===== src/rtl/dmem_arbiter.sv =====
// dmem_arbiter: shares one unified Read/Write/busywait memory between the MEM-stage data
// port and the instruction-fetch port, with data priority, a fetch starvation guard and a timeout.
module dmem_arbiter #(
    parameter int STARVE_LIMIT   = 4,
    parameter int TIMEOUT_CYCLES = 16
) (
    input  logic        Clock,
    input  logic        Reset,
    input  logic        D_Read,
    input  logic        D_Write,
    input  logic [31:0] D_Address,
    input  logic [31:0] D_Write_data,
    input  logic [2:0]  D_Func3,
    output logic [31:0] D_Read_data,
    output logic        D_busywait,
    input  logic        I_Read,
    input  logic [31:0] I_Address,
    output logic [31:0] I_Read_data,
    output logic        I_busywait,
    output logic        mem_Read,
    output logic        mem_Write,
    output logic [31:0] mem_Address,
    output logic [31:0] mem_Write_data,
    output logic [2:0]  mem_Func3,
    input  logic [31:0] mem_Read_data,
    input  logic        mem_busywait,
    output logic        error
);
    localparam int          SC_W         = $clog2(STARVE_LIMIT + 1);
    localparam int          TC_W         = $clog2(TIMEOUT_CYCLES + 1);
    localparam logic [31:0] TIMEOUT_DATA = 32'hDEAD_BEEF;
    localparam logic [2:0]  FETCH_FUNC3  = 3'b010;

    typedef enum logic [1:0] { IDLE, MEM, RESP } state_t;
    typedef enum logic       { SEL_D, SEL_I }    sel_t;

    state_t          state, state_next;
    sel_t            sel;
    logic [SC_W-1:0] starve_cnt;
    logic [TC_W-1:0] tmo_cnt;
    logic [31:0]     rdata;
    logic [31:0]     d_rdata_hold, i_rdata_hold;

    logic d_req, i_req, starved;
    logic grant, grant_i;
    logic mem_done, mem_tmo;
    logic resp_d, resp_i;

    assign d_req   = D_Read | D_Write;
    assign i_req   = I_Read;
    assign starved = i_req && (starve_cnt == SC_W'(STARVE_LIMIT));
    assign resp_d  = (state == RESP) && (sel == SEL_D);
    assign resp_i  = (state == RESP) && (sel == SEL_I);

    // The first MEM cycle (tmo_cnt == 0) is skipped: the memory raises busywait only then.
    assign mem_done = (state == MEM) && (tmo_cnt != '0) && !mem_busywait;
    assign mem_tmo  = (state == MEM) && !mem_done && (tmo_cnt == TC_W'(TIMEOUT_CYCLES - 1));

    always_comb begin
        // NOTE: every output of a combinational block gets a default first so no path infers a latch.
        grant   = 1'b0;
        grant_i = 1'b0;
        case (state)
            IDLE: begin
                if (starved) begin
                    grant   = 1'b1;
                    grant_i = 1'b1;
                end else if (d_req) begin
                    grant   = 1'b1;
                end else if (i_req) begin
                    grant   = 1'b1;
                    grant_i = 1'b1;
                end
            end
            RESP: begin
                // Only the port not being acknowledged may follow back-to-back.
                if (resp_d && i_req) begin
                    grant   = 1'b1;
                    grant_i = 1'b1;
                end else if (resp_i && d_req) begin
                    grant   = 1'b1;
                end
            end
            default: ;
        endcase
    end

    always_ff @(posedge Clock) begin
        // NOTE: sequential state is written with non-blocking assignments only.
        if (Reset) begin
            state <= IDLE;
        end else begin
            state <= state_next;
        end
    end

    always_comb begin
        state_next = state;
        case (state)
            IDLE:    if (grant) state_next = MEM;
            MEM:     if (mem_done || mem_tmo) state_next = RESP;
            RESP:    state_next = grant ? MEM : IDLE;
            default: state_next = IDLE;
        endcase
    end

    always_comb begin
        D_busywait  = d_req & ~resp_d;
        I_busywait  = i_req & ~resp_i;
        D_Read_data = resp_d ? rdata : d_rdata_hold;
        I_Read_data = resp_i ? rdata : i_rdata_hold;
    end

    always_ff @(posedge Clock) begin
        if (Reset) begin
            sel            <= SEL_D;
            starve_cnt     <= '0;
            tmo_cnt        <= '0;
            rdata          <= '0;
            d_rdata_hold   <= '0;
            i_rdata_hold   <= '0;
            mem_Read       <= 1'b0;
            mem_Write      <= 1'b0;
            mem_Address    <= '0;
            mem_Write_data <= '0;
            mem_Func3      <= '0;
            error          <= 1'b0;
        end else begin
            if (grant) begin
                tmo_cnt <= '0;
                if (grant_i) begin
                    sel         <= SEL_I;
                    starve_cnt  <= '0;
                    mem_Read    <= 1'b1;
                    mem_Write   <= 1'b0;
                    mem_Address <= I_Address;
                    mem_Func3   <= FETCH_FUNC3;
                end else begin
                    sel            <= SEL_D;
                    mem_Read       <= D_Read;
                    mem_Write      <= D_Write & ~D_Read;
                    mem_Address    <= D_Address;
                    mem_Write_data <= D_Write_data;
                    mem_Func3      <= D_Func3;
                    if (I_Read && (starve_cnt != SC_W'(STARVE_LIMIT)))
                        starve_cnt <= starve_cnt + SC_W'(1);
                end
            end else if (state == MEM) begin
                if (mem_done || mem_tmo) begin
                    mem_Read  <= 1'b0;
                    mem_Write <= 1'b0;
                    rdata     <= mem_done ? mem_Read_data : TIMEOUT_DATA;
                    if (mem_tmo) error <= 1'b1;
                end else begin
                    tmo_cnt <= tmo_cnt + TC_W'(1);
                end
            end

            if (resp_d) d_rdata_hold <= rdata;
            if (resp_i) i_rdata_hold <= rdata;
        end
    end

endmodule


===== config.mk =====
export PLATFORM = sky130hd
export DESIGN_NAME = dmem_arbiter
export DESIGN_NICKNAME = d
export VERILOG_FILES = /design/src/rtl/dmem_arbiter.sv
export SDC_FILE = /design/constraint.sdc
export NUM_CORES = 1
export LEC_CHECK = 0
export ABC_AREA = 1
export CORE_UTILIZATION = 38
export CTS_CLUSTER_SIZE = 40
export DETAILED_ROUTE_END_ITERATION = 16
export PLACE_DENSITY = 0.7
export SETUP_SLACK_MARGIN = 0.2
export SYNTH_ARGS = -nofsm -noshare
export SYNTH_HDL_FRONTEND = slang
export SYNTH_SLANG_ARGS = --single-unit

===== constraint.sdc =====
create_clock -name Clock -period 3.9 [get_ports Clock]
set_clock_uncertainty 0.2 [all_clocks]
set_input_delay 1.17 -clock Clock [delete_from_list [all_inputs] [get_ports Clock]]
set_output_delay 1.17 -clock Clock [all_outputs]
set_load 0.02 [all_outputs]

# --- After elaboration in Yosys (flattened, before gate mapping) ---
# Cells that the tools add are included.
word_totals:
  out_inout_bits: 136
  in_bits: 137
  ff_bits: 177
  elab_cells: 87
op_classes:
  eq_ne: 7
  n_reduce_logical: 26
  n_bitwise: 11
  n_addsub: 2
  muxes: 28
op_table:
  columns: ["cell", "count"]
  rows:
  - ["$mux 32", 4]
  - ["$mux 1", 16]
  - ["$logic_and 1x1->1", 10]
  - ["$reduce_and 2->1", 5]
  - ["$mux 3", 3]
  - ["$not 1->1", 7]
  - ["$pmux 2 s3", 1]
  - ["$reduce_bool 2->1", 3]
  - ["$add 5x1->5 const B", 1]
  - ["$eq 5x4->1 const B", 1]
  - ["$reduce_bool 5->1", 1]
  - ["$mux 2", 2]
  - ["$pmux 1 s2", 2]
  - ["$reduce_and 4->1", 1]
  - ["$add 3x1->3 const B", 1]
  - ["$and 1x1->1", 3]
  - ["$eq 3x3->1 const B", 1]
  - ["$ne 3x3->1 const B", 1]
  - ["$reduce_and 3->1", 1]
  - ["$eq 2x1->1 const B", 1]
  - ["$eq 2x2->1 const B", 1]
  - ["$logic_not 1->1", 2]
  - ["$logic_not 2->1", 1]
  - ["$ne 2x1->1 const B", 1]
  - ["other kinds (4)", 4]

# --- Longest topological paths before layout ---
logic_depth:
  word_depth: 10
  ltp_mapped: 12
  ltp_nobuf: 11

# --- Worst setup path after synthesis ---
# OpenSTA, ideal clock, no wires.
synth_path:
  path_type: "input-to-output"
  start: "input port D_Read"
  end: "output port D_busywait"
  required_ns: 2.530
  arrival_time_ns: 1.467
  path_buffers: 0
  path_stages: 4
  path_slack_ns: 1.063
  cell_sequence: "inv_1 nand2_1 nand2_1 inv_1"
synth_between:
  elab_chain_cells: 2
synth_lines:
  columns: ["element", "line", "rtl"]
  rows:
  - ["start: declaration", "9", "input logic D_Read,"]
  - ["$or 1x1->1", "49", "assign d_req = D_Read | D_Write;"]
  - ["$and 1x1->1", "108", "D_busywait = d_req & ~resp_d;"]
  - ["end: declaration", "15", "output logic D_busywait,"]
# No other way between the ends.

# --- Final worst setup path ---
# Same ends and word-level chain as after synthesis.

==> results.py <==
metrics = {
    "clocking": {
        "clock_sink_count": 177,
        "cts_htree_levels": 4,
        "clock_latency_ns": 0.43,
        "cts_buffers": 17,
        "ctsLongestPathBuffers": 2,
        "cts.clk_slew.worst_paths_ns": 0.06,
        "ctsRootBufferMaster": "clkbuf_16",
        "cts_tree": "done",
    },
    "cells_and_area": {
        "layout-drive-gt1-share": 0.1058,
        "flow.area_growth_from_synthesis_pct": 47.63,
        "final_nets": 1434,
        "mostFrequentLayoutCells": "clkdlybuf4s50_1 (205), dfxtp_1 (177), nor2_1 (168)",
        "n_antenna_cell": 0,
        "layout.cells.most_common": "clkdlybuf4s50_1",
    },
    "synthesis": {
        "synth.yosys.seq_area_share": 0.4640,
        "synth_top_cell_area_share": 0.4640,
        "ys.warnings.count": 0,
        "mappedNetlistNets": 1181,
        "netlist_instances": 1039,
        "yosys_register_bits": 177,
        "postSynthAreaPerCell_um2": 7.349,
        "syn_area_mm2": 0.007636,
        "yosys-top-cells-area": "dfxtp_1 (46%), nor2_1 (8.3%), a21oi_1 (6.9%)",
        "yosys.area.top_type": "dfxtp_1",
        "netlist-cell-type-count": 25,
    },
    "route": {
        "route.detailed.wl_per_inst_um": 14.30,
        "dr.first_iter.drc_count": 350,
        "vias_per_instance": 4.727,
        "drc": 0,
        "routed-via-count": 7417,
        "drt_pass1_iterations": 4,
        "routed_wl_mm": 22.44,
        "ant_nets": 0,
    },
    "global_route": {
        "gr-usage-all-layers": 0.2210,
        "grt_first_pass_wirelength_mm": 35.63,
        "grt.met3_usage": 0.08464,
        "grt_start_max_net_pins": 78,
        "initial_antenna_violation_count": 0,
        "grt_most_used_layer": "met2",
        "groute.layer.met2.usage": 0.3861,
        "overflow": 0,
        "use_met1": 0.2496,
        "number_of_global_route_vias_before_repair": 6988,
    },
    "critical_path": {
        "cp_data_required_time_ns": 2.53,
        "endpoint_kind": "output pin",
        "critPathSlowestCell": "clkdlybuf4s50_1",
        "cpLargestDelayFamily": "buffers and inverters",
        "crit_path_max_fanout": 2,
        "cp-start-kind": "input pin",
        "cp_cell_sequence": "clkdlybuf4s50_1 > inv_1 > nand2_1 > nand2_1 > inv_1 > dlygate4sd2_1",
        "timing.critical_path.buf_inv": 4,
        "path_class": "in2out",
        "arrival_ns": 2.23,
        "max_stage_delay_ns": 0.49,
    },
    "power": {
        "seqPwrFrac": 0.440,
        "vdd_ir_drop_max_v": 0.0002932,
        "internal_power_w": 0.003203,
        "total_leakage_power_nw": 5.417,
        "clkPwrFrac": 0.381,
        "switching_share_of_total_power": 0.2772,
        "pwr_density_cell_mw_per_mm2": 393.0,
        "p_switching_w": 0.001228,
        "power_frac_comb": 0.179,
    },
    "timing": {
        "worstMarginPinSlew_ns": 0.8467,
        "layout_min_cycle_time_ns": 3.605,
        "report.final.setup_viol": 0,
        "fmax_ghz": 0.2774,
        "fin_setup_tns_ns": 0,
        "final.period_utilization": 0.9243,
        "finalMaxSlewViolations": 0,
        "rsz0062_at_grt": "no",
        "post-route-worst-setup-slack_ns": 0.2952,
        "relSlewSlack": 0.4355,
        "final-hold-violation-count": 0,
    },
    "floorplanning": {
        "core-area_mm2": 0.01959,
        "die-width_um": 143.8,
        "floorplan.initialDensity": 0.3898,
        "io_pins": 273,
        "floorplan.die_area_mm2": 0.02067,
        "die_height_um": 143.8,
        "rows": 51,
    },
    "place": {
        "placement.setup.worst_slack_ns": 0.01029,
        "place_congestion": 0.7785,
        "dp_hpwl_mm": 15.24,
        "place.port_buffers": 272,
    },
    "status": {
        "run_status": "finished, final reports clean",
    },
    "job": {
        "max-cap-violations": 0,
    },
    "min_path": {
        "min-delay-path-class": "reg2reg",
    },
}
==> through the flow <==
stage	power (W)	hold slack, ns	instances	utilization	area [um^2]
final	0.004431	0.2515	1569	0.5755	11270
after global routing	0.004643	0.2723	1569	0.5755	11270
after CTS	0.004482	0.2543	1569	0.5718	11200
after detailed placement	0.002790	0.2421	1536	0.5426	10630
after global placement	0.002783	0.2381	1536	0.5426	10630
after floorplan	0.002389	0.2392	1039	-	7636
==> flip-flops by register name, indices dropped and copies added, names as in the netlist, 3 cells and up <==
| register | cells |
|---|---|
| d_rdata_hold | 32 |
| i_rdata_hold | 32 |
| mem_Address | 32 |
| mem_Write_data | 32 |
| rdata | 32 |
| tmo_cnt | 5 |
| mem_Func3 | 3 |
| starve_cnt | 3 |
==> timing repair <==
action / in CTS / in global routing
gates cloned: 1 / 0
setup buffers: 1 / 0
endpoints found under the setup margin: 66 / 31
hold buffers: 0 / 0
pin swaps: 0 / 0
resized for setup: 42 / 31
==> metal layers <==
layer	vias to the layer above	part of all wire
met3	17	0.088
met2	216	0.48
met1	3351	0.42
met4	0	0.012
li1	3833	-
met5	-	0
==> logic make-up (layout without fill, tap and decap cells) <==
kind of cell,after synthesis,count (layout),share of synthesized area
compound gates,232,232,0.1732
fa+ha+maj,5,5,0.008193
buf+inv,212,477,0.1111
flops,177,177,0.4640
simple gates,410,410,0.2400
xor+xnor,3,3,0.003442
==> final timing paths <==
path | start | end | slack (ns) | cells after the start
worst max register to register | tmo_cnt[0] | tmo_cnt[1] | 1.56 | 9
worst min register to register | mem_Address[7] | mem_Address[7] | 0.25 | 2
worst max-delay path | D_Read | D_busywait | 0.30 | 6
worst min-delay path | mem_Address[7] | mem_Address[7] | 0.25 | 2
==> Yosys cell counts, drive strengths merged <==
cell / count
a211oi: 64
a21oi: 105
a31oi: 1
buf: 35
clkbuf: 30
clkinv: 1
dfxtp: 177
ha: 5
inv: 146
nand2: 122
nand3: 25
nand4: 29
nor2: 170
o21ai: 62
or2: 64
xnor2: 1
xor2: 2
==> cell type report <==
type                    instances  area (um^2)
multi-input cells             650         3249
clock inverters                12        122.6
repair buffers                299         3019
clock buffers                  19        452.9
well taps                     265        331.6
fillers                      1858         8317
inverters                     147        554.3
flip-flops and latches        177         3543
==> power by group through the flow <==
stage | Sequential, W | Clock [W] | Combinational [W]
floorplan | 0.00208 | 0 | 0.000310
global placement | 0.00199 | 0 | 0.000795
detailed placement | 0.00199 | 0 | 0.000799
CTS | 0.00195 | 0.00173 | 0.000802
global route | 0.00196 | 0.00181 | 0.000869
finish | 0.00195 | 0.00169 | 0.000793
==> worst min-delay path: cells and delay by family (launching register included) <==
kind | cells | cell delay (ns)
AND/OR/NAND/NOR | 2 | 0.10
flip-flops | 1 | 0.31
Power figures use the tool's default switching activity.
